**src/rtl/mem_defs_pkg.sv**
```systemverilog
// mem_defs: shared definitions for the CPU data-memory bus.
//   state_t   - access sequencer states (IDLE, LO, HI, DONE)
//   SZ_*      - request size encoding carried on `size` and `memc`
//   *_BASE    - address map shared with the data memory
package mem_defs;

  typedef enum logic [1:0] {
    ST_IDLE = 2'd0,
    ST_LO   = 2'd1,
    ST_HI   = 2'd2,
    ST_DONE = 2'd3
  } state_t;

  localparam logic SZ_BYTE = 1'b0;
  localparam logic SZ_HALF = 1'b1;

  localparam logic [15:0] RAM_BASE   = 16'h1000;
  localparam logic [15:0] LED_BASE   = 16'h2000;
  localparam logic [15:0] DIGIT_BASE = 16'h3000;

endpackage

```
**src/rtl/mem_access_unit.sv**
```systemverilog
// mem_access_unit: CPU-side initiator for the data-memory bus.
// Takes one load/store at a time, drives wmem/DAddress/DataIn/memc, captures
// the memory's combinational DataOut and returns the load result. Misaligned
// halfwords are split into two byte accesses (low byte first). Stores below
// RAM_BASE are suppressed per byte and reported via `fault`.
//   CLK, RESET (async, active-low)
//   req/we/size/sign/addr/wdata  -> request from execute stage
//   ready, done, rdata, fault    -> handshake/result to execute stage
//   wmem, DAddress, DataIn, memc -> data memory bus; DataOut <- memory
module mem_access_unit
  import mem_defs::*;
(
  input  logic        CLK,
  input  logic        RESET,
  input  logic        req,
  input  logic        we,
  input  logic        size,
  input  logic        sign,
  input  logic [15:0] addr,
  input  logic [15:0] wdata,
  output logic        ready,
  output logic        done,
  output logic [15:0] rdata,
  output logic        fault,
  output logic        wmem,
  output logic [15:0] DAddress,
  output logic [15:0] DataIn,
  output logic        memc,
  input  logic [15:0] DataOut
);

  state_t      r_state;
  logic        r_we;
  logic        r_size;
  logic        r_sign;
  logic        r_split;
  logic [15:0] r_addr;
  logic [15:0] r_wdata;
  logic [15:0] r_rdata;
  logic [7:0]  r_lo;

  logic [15:0] w_addr_hi;
  logic        w_lo_ok;
  logic        w_hi_ok;

  function automatic logic [15:0] ext_byte(input logic [7:0] b, input logic s);
    return s ? {{8{b[7]}}, b} : {8'h00, b};
  endfunction

  // Second byte of a split access; wraps naturally at 16'hFFFF.
  assign w_addr_hi = r_addr + 16'd1;
  assign w_lo_ok   = (r_addr >= RAM_BASE);
  assign w_hi_ok   = (w_addr_hi >= RAM_BASE);

  assign ready = (r_state == ST_IDLE) || (r_state == ST_DONE);
  assign done  = (r_state == ST_DONE);
  assign rdata = r_rdata;
  // A split store faults if either byte lands below RAM.
  assign fault = done & r_we & (~w_lo_ok | (r_split & ~w_hi_ok));

  // Bus decodes only from registered state, never from the live request.
  always_comb begin
    wmem     = 1'b0;
    memc     = SZ_BYTE;
    DAddress = 16'h0000;
    DataIn   = 16'h0000;
    case (r_state)
      ST_LO: begin
        DAddress = r_addr;
        memc     = r_split ? SZ_BYTE : r_size;
        DataIn   = r_split ? {8'h00, r_wdata[7:0]} : r_wdata;
        wmem     = r_we & w_lo_ok;
      end
      ST_HI: begin
        DAddress = w_addr_hi;
        DataIn   = {8'h00, r_wdata[15:8]};
        wmem     = r_we & w_hi_ok;
      end
      default: ;
    endcase
  end

  always_ff @(posedge CLK or negedge RESET) begin
    if (!RESET) begin
      r_state <= ST_IDLE;
      r_we    <= 1'b0;
      r_size  <= SZ_BYTE;
      r_sign  <= 1'b0;
      r_split <= 1'b0;
      r_addr  <= 16'h0000;
      r_wdata <= 16'h0000;
      r_rdata <= 16'h0000;
      r_lo    <= 8'h00;
    end else begin
      case (r_state)
        ST_IDLE, ST_DONE: begin
          if (req) begin
            r_we    <= we;
            r_size  <= size;
            r_sign  <= sign;
            r_addr  <= addr;
            r_wdata <= wdata;
            r_split <= (size == SZ_HALF) & addr[0];
            r_state <= ST_LO;
          end else begin
            r_state <= ST_IDLE;
          end
        end
        ST_LO: begin
          if (r_split) begin
            r_lo    <= DataOut[7:0];
            r_state <= ST_HI;
          end else begin
            if (!r_we)
              r_rdata <= (r_size == SZ_HALF) ? DataOut : ext_byte(DataOut[7:0], r_sign);
            r_state <= ST_DONE;
          end
        end
        ST_HI: begin
          // Split accesses are always halfwords, assembled little-endian.
          if (!r_we)
            r_rdata <= {DataOut[7:0], r_lo};
          r_state <= ST_DONE;
        end
        default: r_state <= ST_IDLE;
      endcase
    end
  end

endmodule

```
**config.mk**
```make
export PLATFORM = sky130hd
export DESIGN_NAME = mem_access_unit
export DESIGN_NICKNAME = d
export VERILOG_FILES = /design/src/rtl/mem_defs_pkg.sv /design/src/rtl/mem_access_unit.sv
export SDC_FILE = /design/constraint.sdc
export NUM_CORES = 1
export LEC_CHECK = 0
export CORE_MARGIN = 1.5
export CORE_UTILIZATION = 42
export CTS_CLUSTER_DIAMETER = 150
export CTS_CLUSTER_SIZE = 10
export DETAILED_ROUTE_END_ITERATION = 8
export PLACE_DENSITY = 0.74
export SYNTH_ARGS = -nofsm -noshare
export SYNTH_HDL_FRONTEND = slang
export SYNTH_SLANG_ARGS = --single-unit
```
**constraint.sdc**
```tcl
create_clock -name CLK -period 3.9 [get_ports CLK]
set_input_delay 0.975 -clock CLK [delete_from_list [all_inputs] [get_ports CLK]]
set_output_delay 0.975 -clock CLK [all_outputs]
set_load 0.02 [all_outputs]
```
-- Word level (Yosys, flattened, before mapping)
Cells that the tools add are included.
- mux-type cells: 15
- bitwise gates (word level): 9
- order comparisons: 2
- equal/unequal tests: 6
- $add $sub $neg: 1
- reductions and logical operators: 7
- operator list (kind ; number):
    $mux W16 ; 6
    $pmux W16 S2 ; 3
    $ge A16 B13 Y1 const B ; 2
    $add A16 B1 Y16 const B ; 1
    $and A1 B1 Y1 ; 6
    $ne A2 B2 Y1 const B ; 3
    $pmux W2 S3 ; 1
    $eq A2 B2 Y1 const B ; 2
    $mux W1 ; 4
    $reduce_and A2 Y1 ; 2
    $reduce_and A4 Y1 ; 1
    $eq A2 B1 Y1 const B ; 1
    $logic_not A2 Y1 ; 1
    $not A1 Y1 ; 2
    $pmux W1 S2 ; 1
    $reduce_bool A2 Y1 ; 1
    $reduce_or A2 Y1 ; 1
    $logic_or A1 B1 Y1 ; 1
    $or A1 B1 Y1 ; 1
- input port bits: 54
- output and inout port bits: 53
- register bits after elaboration: 62

-- Longest topological paths before layout
Gate-level depths: netlist of run 1.
- depth after elaboration: 6
- mapped depth: 8

-- Least setup slack after synthesis of run 1
OpenSTA, ideal clock, no wires.
- kind: flip-flop to output port
- start: register r_state[0]
- end: output DAddress[5]
- data arrival time: 2.060 ns
- cell stages (with the launch flop): 7
- data required time: 2.925 ns
- setup slack: 0.865 ns
- cell sequence: dfrtp_1 -> inv_1 -> ha_1 -> inv_1 -> nand2_1 -> clkbuf_1 -> o41ai_1
- cells in the longest elaborated chain, start to end: 2
- elaborated cells on any way between the ends: 3
- ends and longest elaborated chain (item ; line ; source):
    from (decl) ; mem_access_unit.sv:32 ; state_t r_state;
    from (signal assigned) ; mem_access_unit.sv:85 ; r_state <= ST_IDLE;
    from (signal assigned) ; mem_access_unit.sv:104 ; r_state <= ST_LO;
    from (signal assigned) ; mem_access_unit.sv:106 ; r_state <= ST_IDLE;
    $eq A2 B2 Y1 / $eq A2 B1 Y1 (equally long branches) ; mem_access_unit.sv:67 ; case (r_state)
    $pmux W16 S2 (*) ; mem_access_unit.sv:67 ;
    to (decl) ; mem_access_unit.sv:26 ; output logic [15:0] DAddress,
Every way passes the cells marked *; elsewhere a longest branch is shown, timed or not.

-- Final worst setup path of run 1
- start: register r_addr[0]
- end: output wmem
- cells in the longest elaborated chain, start to end: 4
- elaborated cells on any way between the ends: 6
- ends and longest elaborated chain (item ; line ; source):
    from (decl) ; mem_access_unit.sv:37 ; logic [15:0] r_addr;
    from (signal assigned) ; mem_access_unit.sv:101 ; r_addr <= addr;
    $add A16 B1 Y16 ; mem_access_unit.sv:51 ; assign w_addr_hi = r_addr + 16'd1;
    $ge A16 B13 Y1 ; mem_access_unit.sv:53 ; assign w_hi_ok = (w_addr_hi >= RAM_BASE);
    $and A1 B1 Y1 ; mem_access_unit.sv:77 ; wmem = r_we & w_hi_ok;
    $pmux W1 S2 (*) ; mem_access_unit.sv:67 ;
    to (decl) ; mem_access_unit.sv:25 ; output logic wmem,
Marks and branches as above.

==> flow_summary.toml, run 1 <==
[drt]
via_count = 2689
ant_nets = 0
drc = 0
firstDrtPassIters = 4
routed_via_density = 5.16
wl_mm = 7.94
dr.first_iter.drc_count = 150
wl_per_cell_um = 15.2

[worst_setup_path]
path_max_fanout = 6
path_depth = 7
endpoint = "wmem"
reg2reg_slack_ns = 1.66
worstReg2RegEnd = "rdata[0]$_DFFE_PN0P_"
crit_path_start = "r_addr[0]$_DFFE_PN0P_"
path_class = "flop to output pin"
crit_family = "compound AO/OA/AOI/OAI gates"
ff2ff_path_depth = 8
reg2reg_from = "r_state[0]$_DFF_PN0_"
critPathBufInv = 1
worstSetupEndpointType = "output pin"
arrival_ns = 2.75
crit_path_start_kind = "flop"
cpPeakStageDelay_ns = 0.60
critical_path.cell_chain = "ha_1 > nand3_1 > o41a_1 > a31oi_1 > nand4b_1 > o2111a_1 > clkdlybuf4s50_1"
critPathSlowestCell = "clkdlybuf4s50_1"
required_ns = 2.92

[timing]
setup_slack_ns = 0.178
fin_skew_ns = 0.00791
relSlewSlack_pct = 45.2
min_period_ns = 3.72
hold_violations = 0
tightest_slew_ns = 0.821
fin_crit_sh_pct = 95.4
max_freq_mhz = 269
setup_violations = 0
rsz0062_at_grt = "no"
slew_violations = 0
fin_tns_setup_ns = 0

[power]
p_leak_nw = 1.86
ir_worst_vdd_uv = 446
p_per_area_nw_per_um2 = 889

[layout]
area_delta_synth_final_pct = 41.7
insertedDiodeCount = 0
nFillCells = 596
layout-drive-gt1-share_pct = 16.4
nNetsFinal = 476
ff_latch_area_um2 = 1550
multi_input_area_um2 = 1580
final_cells = 521
fin_util_pct = 62.1

[floorplan]
boundaryPins = 107
core_region_area_um2 = 7330
die_area_um2 = 8180
start_util_pct = 43.8
rows = 31
die_h_um = 90.5
dieWidth_um = 90.5

[global_route]
grt_antenna_before_repair = 0
track_usage_pct = 20.1
gr-total-overflow = 0
grt.met1_usage_pct = 25.5
grt_pass1_wl_mm = 13.2
grt_pass1_vias = 2707
grt.busiest_layer = "met2"
use_met2_pct = 32.1
use_met3_pct = 6.14
grt_max_degree = 63

[synth]
synthesis.nets = 370
synthTopCellsByCount = "dfrtp_1, mux2_2, nand2_1"
netlist-cell-type-count = 35
ys_seq_elements = 62
syn_area_um2 = 3210
ys.warnings.count = 0
ys_top_cells_by_area = "dfrtp_1, mux2_2, o21ai_0, nand2_1, nor2_1"
yosysTopAreaCell = "dfrtp_1"
synth_most_common_cell = "dfrtp_1"
synth_edf_count = 0
yosysSeqAreaShare_pct = 48.3
synth_top_area_share_pct = 48.3
async_reset_ff_share_pct = 100
synth_ff_type = "dfrtp_1"
avgSynthCellArea_um2 = 10.3
synthesis.instances = 311

[clock_tree]
path_clk_slew_ns = 0.07
clk_latency_ns = 0.33
cts_buffer_depth = 2
cts_tree = "built"
ctsResizeCount = 0
cts_sinks = 62
ctsHoldBuffers = 0
postCtsSetupBuffers = 0
clockRootBuffer = "clkbuf_8"
cts_buffers = 9
h-tree-depth = 3

[place]
placedCellCount = 505
pre_cts_ws_ns = 0.523
numPortBuffers = 106
dp_hpwl_mm = 5.76
place_congestion = 0.878

[hold_path]
hold_class = "flop to flop"

[run_status]
status = "completed"

[flow_run]
cap_violations = 0
## power breakdown
| group | switching (mW) | internal [mW] |
|---|---|---|
| clock network | 0.233 | 0.265 |
| logic | 1.15 | 1.12 |
| registers | 0.304 | 0.976 |
| total | 1.69 | 2.36 |
## cells by family (layout without fill, tap and decap cells)
logic type | Yosys count | in the layout | synth area share, %
simple gates | 94 | 94 | 14.4
mux | 52 | 52 | 17.9
xor+xnor | 7 | 7 | 1.91
compound gates | 68 | 68 | 12.7
buf+inv | 23 | 134 | 2.88
fa+ha+maj | 5 | 5 | 1.95
flops | 62 | 62 | 48.3
## final cells by class
class                      count  share of cell area [%]
clock buffer                  13                    3.49
clock inverter                 3                   0.412
inverter                       6                   0.495
multi-input combinational    226                    34.6
sequential                    62                    34.1
tap                           99                    2.72
timing repair buffer         112                    24.2
## state kept, by name (all words and copies together), names as in the netlist
signal	count
r_wdata	16
r_addr	16
r_sign	1
r_state	2
r_split	1
rdata	16
r_lo	8
r_size	1
r_we	1
## layout by cell type (no fill, tap or decap), types with 4 or more instances in the layout
| cell type | count |
|---|---|
| clkdlybuf4s50_1 | 105 |
| dfrtp_1 | 62 |
| mux2_2 | 44 |
| nand2_1 | 35 |
| o21ai_0 | 33 |
| nor2_1 | 23 |
| a21oi_1 | 15 |
| clkbuf_8 | 11 |
| a22o_1 | 9 |
| and2_1 | 9 |
| mux2i_1 | 8 |
| inv_1 | 6 |
| nand3_1 | 6 |
| buf_4 | 6 |
| ha_1 | 5 |
| nor2b_1 | 4 |
| xor2_1 | 4 |
## per-stage QoR
step / hold WS (ns) / power [mW] / cell area (µm²)
detailed placement: 0.469 / 3.57 / 4370
global placement: 0.462 / 3.51 / 4370
CTS: 0.484 / 4.08 / 4550
floorplan: 0.479 / 2.67 / 3210
finish: 0.477 / 4.05 / 4550
global route: 0.503 / 4.33 / 4550
## tightest hold or removal path: cells and delay by family, from the launching register on
family / cells / cell delay, ns
simple gates: 1 / 0.05
flops: 1 / 0.34
compound gates: 1 / 0.06
## layer usage
metal / wire length [µm] / up-vias
li1: - / 1311
met2: 3920 / 83
met4: 93 / 0
met3: 539 / 8
met1: 3390 / 1287
met5: 0 / -
## worst min path at each step
stage	from	to	slack [ns]	cells after the start
6_report	rdata[14]$_DFFE_PN0P_	rdata[14]$_DFFE_PN0P_	0.48	2
5_1_grt	rdata[10]$_DFFE_PN0P_	rdata[10]$_DFFE_PN0P_	0.50	2
4_1_cts	rdata[10]$_DFFE_PN0P_	rdata[10]$_DFFE_PN0P_	0.48	2
3_5_place_dp	rdata[10]$_DFFE_PN0P_	rdata[10]$_DFFE_PN0P_	0.47	2
3_3_place_gp	rdata[7]$_DFFE_PN0P_	rdata[7]$_DFFE_PN0P_	0.46	2
2_1_floorplan	r_lo[0]$_DFFE_PN0P_	r_lo[0]$_DFFE_PN0P_	0.48	1
Note: power is estimated with default switching activity, not from simulation.
==> run 2: changes to the inputs <==
--- a/config.mk
+++ b/config.mk
@@ -8,7 +8,7 @@
 export CORE_MARGIN = 1.5
 export CORE_UTILIZATION = 42
 export CTS_CLUSTER_DIAMETER = 150
-export CTS_CLUSTER_SIZE = 10
+export CTS_CLUSTER_SIZE = 30
 export DETAILED_ROUTE_END_ITERATION = 8
 export PLACE_DENSITY = 0.74
 export SYNTH_ARGS = -nofsm -noshare
==> results of run 2 <==
No change in the layout: final DEF, timing and power equal those of run 1.
==> run 3: changes to the inputs <==
--- a/config.mk
+++ b/config.mk
@@ -11,6 +11,7 @@
 export CTS_CLUSTER_SIZE = 30
 export DETAILED_ROUTE_END_ITERATION = 8
 export PLACE_DENSITY = 0.74
+export REMOVE_ABC_BUFFERS = 1
 export SYNTH_ARGS = -nofsm -noshare
 export SYNTH_HDL_FRONTEND = slang
 export SYNTH_SLANG_ARGS = --single-unit
==> flow_summary.toml, run 3 (synthesis results as in run 1) <==
[timing]
slew_violations = 0
hold_violations = 0
relSlewSlack_pct = 45.4
fin_crit_sh_pct = 96.2
fin_skew_ns = 0.0109
fin_tns_setup_ns = 0
tightest_slew_ns = 0.817
min_period_ns = 3.75
rsz0062_at_grt = "no"
setup_violations = 0
whs_ns = 0.484
max_freq_mhz = 266

[global_route]
grt_pass1_vias = 2739
gr-total-overflow = 0
grt_max_degree = 33
grt_antenna_before_repair = 0
grt_pass1_wl_mm = 13.1
track_usage_pct = 20.2

[worst_setup_path]
required_ns = 2.92
crit_path_start_kind = "flop"
path_class = "flop to output pin"
path_max_fanout = 6
cpPeakStageDelay_ns = 0.61
reg2reg_from = "r_state[0]$_DFF_PN0_"
critical_path.cell_chain = "ha_1 > nand3_1 > o41a_1 > a31oi_1 > nand4b_1 > o2111a_1 > clkdlybuf4s50_1"
worstSetupEndpointType = "output pin"
critPathBufInv = 1
arrival_ns = 2.78
crit_family = "compound AO/OA/AOI/OAI gates"
crit_path_start = "r_addr[0]$_DFFE_PN0P_"
critPathSlowestCell = "clkdlybuf4s50_1"

[clock_tree]
cts_buffer_depth = 2
ctsResizeCount = 0
ctsHoldBuffers = 0
cts_tree = "built"
h-tree-depth = 3
clk_latency_ns = 0.34
path_clk_slew_ns = 0.07
postCtsSetupBuffers = 0
clockRootBuffer = "clkbuf_8"
cts_buffers = 9
cts_sinks = 62

[layout]
area_delta_synth_final_pct = 42.2
layout_common_cells = "clkdlybuf4s50_1, dfrtp_1, mux2_2, nand2_1, o21ai_0"
final_area_um2 = 4570
nNetsFinal = 476
layout_commonest_cell = "clkdlybuf4s50_1"
layout-drive-gt1-share_pct = 17.1
nFillCells = 612
insertedDiodeCount = 0
fin_util_pct = 62.3

[floorplan]
core_region_area_um2 = 7330
rows = 31
die_area_um2 = 8180
start_util_pct = 43.8
dieWidth_um = 90.5
boundaryPins = 107
die_h_um = 90.5

[hold_path]
hold_class = "flop to flop"
min_from = "rdata[7]$_DFFE_PN0P_"

[power]
power_frac_comb_pct = 55.2
internal-power_mw = 2.39
p_per_area_nw_per_um2 = 893
p_total_mw = 4.08
p_leak_nw = 1.87
p_seq_share_pct = 31.3
p_sw_mw = 1.69
pwr-share-clk_pct = 13.4
ir_worst_vdd_uv = 412
switching_share_pct = 41.5

[drt]
wl_per_cell_um = 15.2
ant_nets = 0
dr.first_iter.drc_count = 112
via_count = 2739
firstDrtPassIters = 4
routed_via_density = 5.26
drc = 0
wl_mm = 7.92

[place]
dp_hpwl_mm = 5.75
placed_area_um2 = 4370
numPortBuffers = 106
place_congestion = 0.855

[run_status]
status = "completed"

[flow_run]
cap_violations = 0
==> run 3: final cells by class <==
type                    count  area (µm²)  area share [%]
flip-flops and latches     62        1550            34.0
clock inverters             6        61.3            1.34
repair buffers            112        1100            24.1
clock buffers              10         128            2.79
well taps                  99         124            2.71
multi-input cells         226        1580            34.6
inverters                   6        22.5           0.493
==> run 3: path summary, 6_finish.rpt <==
path / endpoint / slack (ns) / cells after the start
worst max-delay path: wmem / 0.15 / 7
worst min-delay path: rdata[7]$_DFFE_PN0P_ / 0.48 / 2
worst max register to register: r_addr[4]$_DFFE_PN0P_ / 1.73 / 5
worst min register to register: rdata[7]$_DFFE_PN0P_ / 0.48 / 2
max in group asynchronous: r_addr[0]$_DFFE_PN0P_ / 2.51 / 2
min in group asynchronous: rdata[11]$_DFFE_PN0P_ / 0.68 / 1
==> run 3: power groups by stage <==
stage | Sequential, mW | Clock (mW) | Combinational [mW]
2_1_floorplan | 1.30 | 0 | 1.32
6_report | 1.28 | 0.548 | 2.25
5_1_grt | 1.34 | 0.594 | 2.44
4_1_cts | 1.28 | 0.563 | 2.28
3_5_place_dp | 1.29 | 0 | 2.27
3_3_place_gp | 1.27 | 0 | 2.23
==> run 3: worst min-delay path: cells and delay by family (launching register included) <==
| family | cells | cell delay [ns] |
|---|---|---|
| and+or+nand+nor | 1 | 0.05 |
| AOI/OAI and AO/OA | 1 | 0.06 |
| DFF | 1 | 0.35 |
==> run 3: through the flow <==
stage / worst slack [ns] / instances
after global routing: 0.0400 / 521
after global placement: 0.557 / 505
after detailed placement: 0.525 / 505
after floorplan: 0.370 / 294
after CTS: 0.155 / 521
final: 0.146 / 521
==> run 3: layer usage <==
metal  vias up  GRT usage (%)  wire length, µm
met4         0           9.66              221
met1      1307           25.0             3370
met3        19           5.05              501
met5         -              0                0
met2       100           32.8             3820
li1       1313              -                -
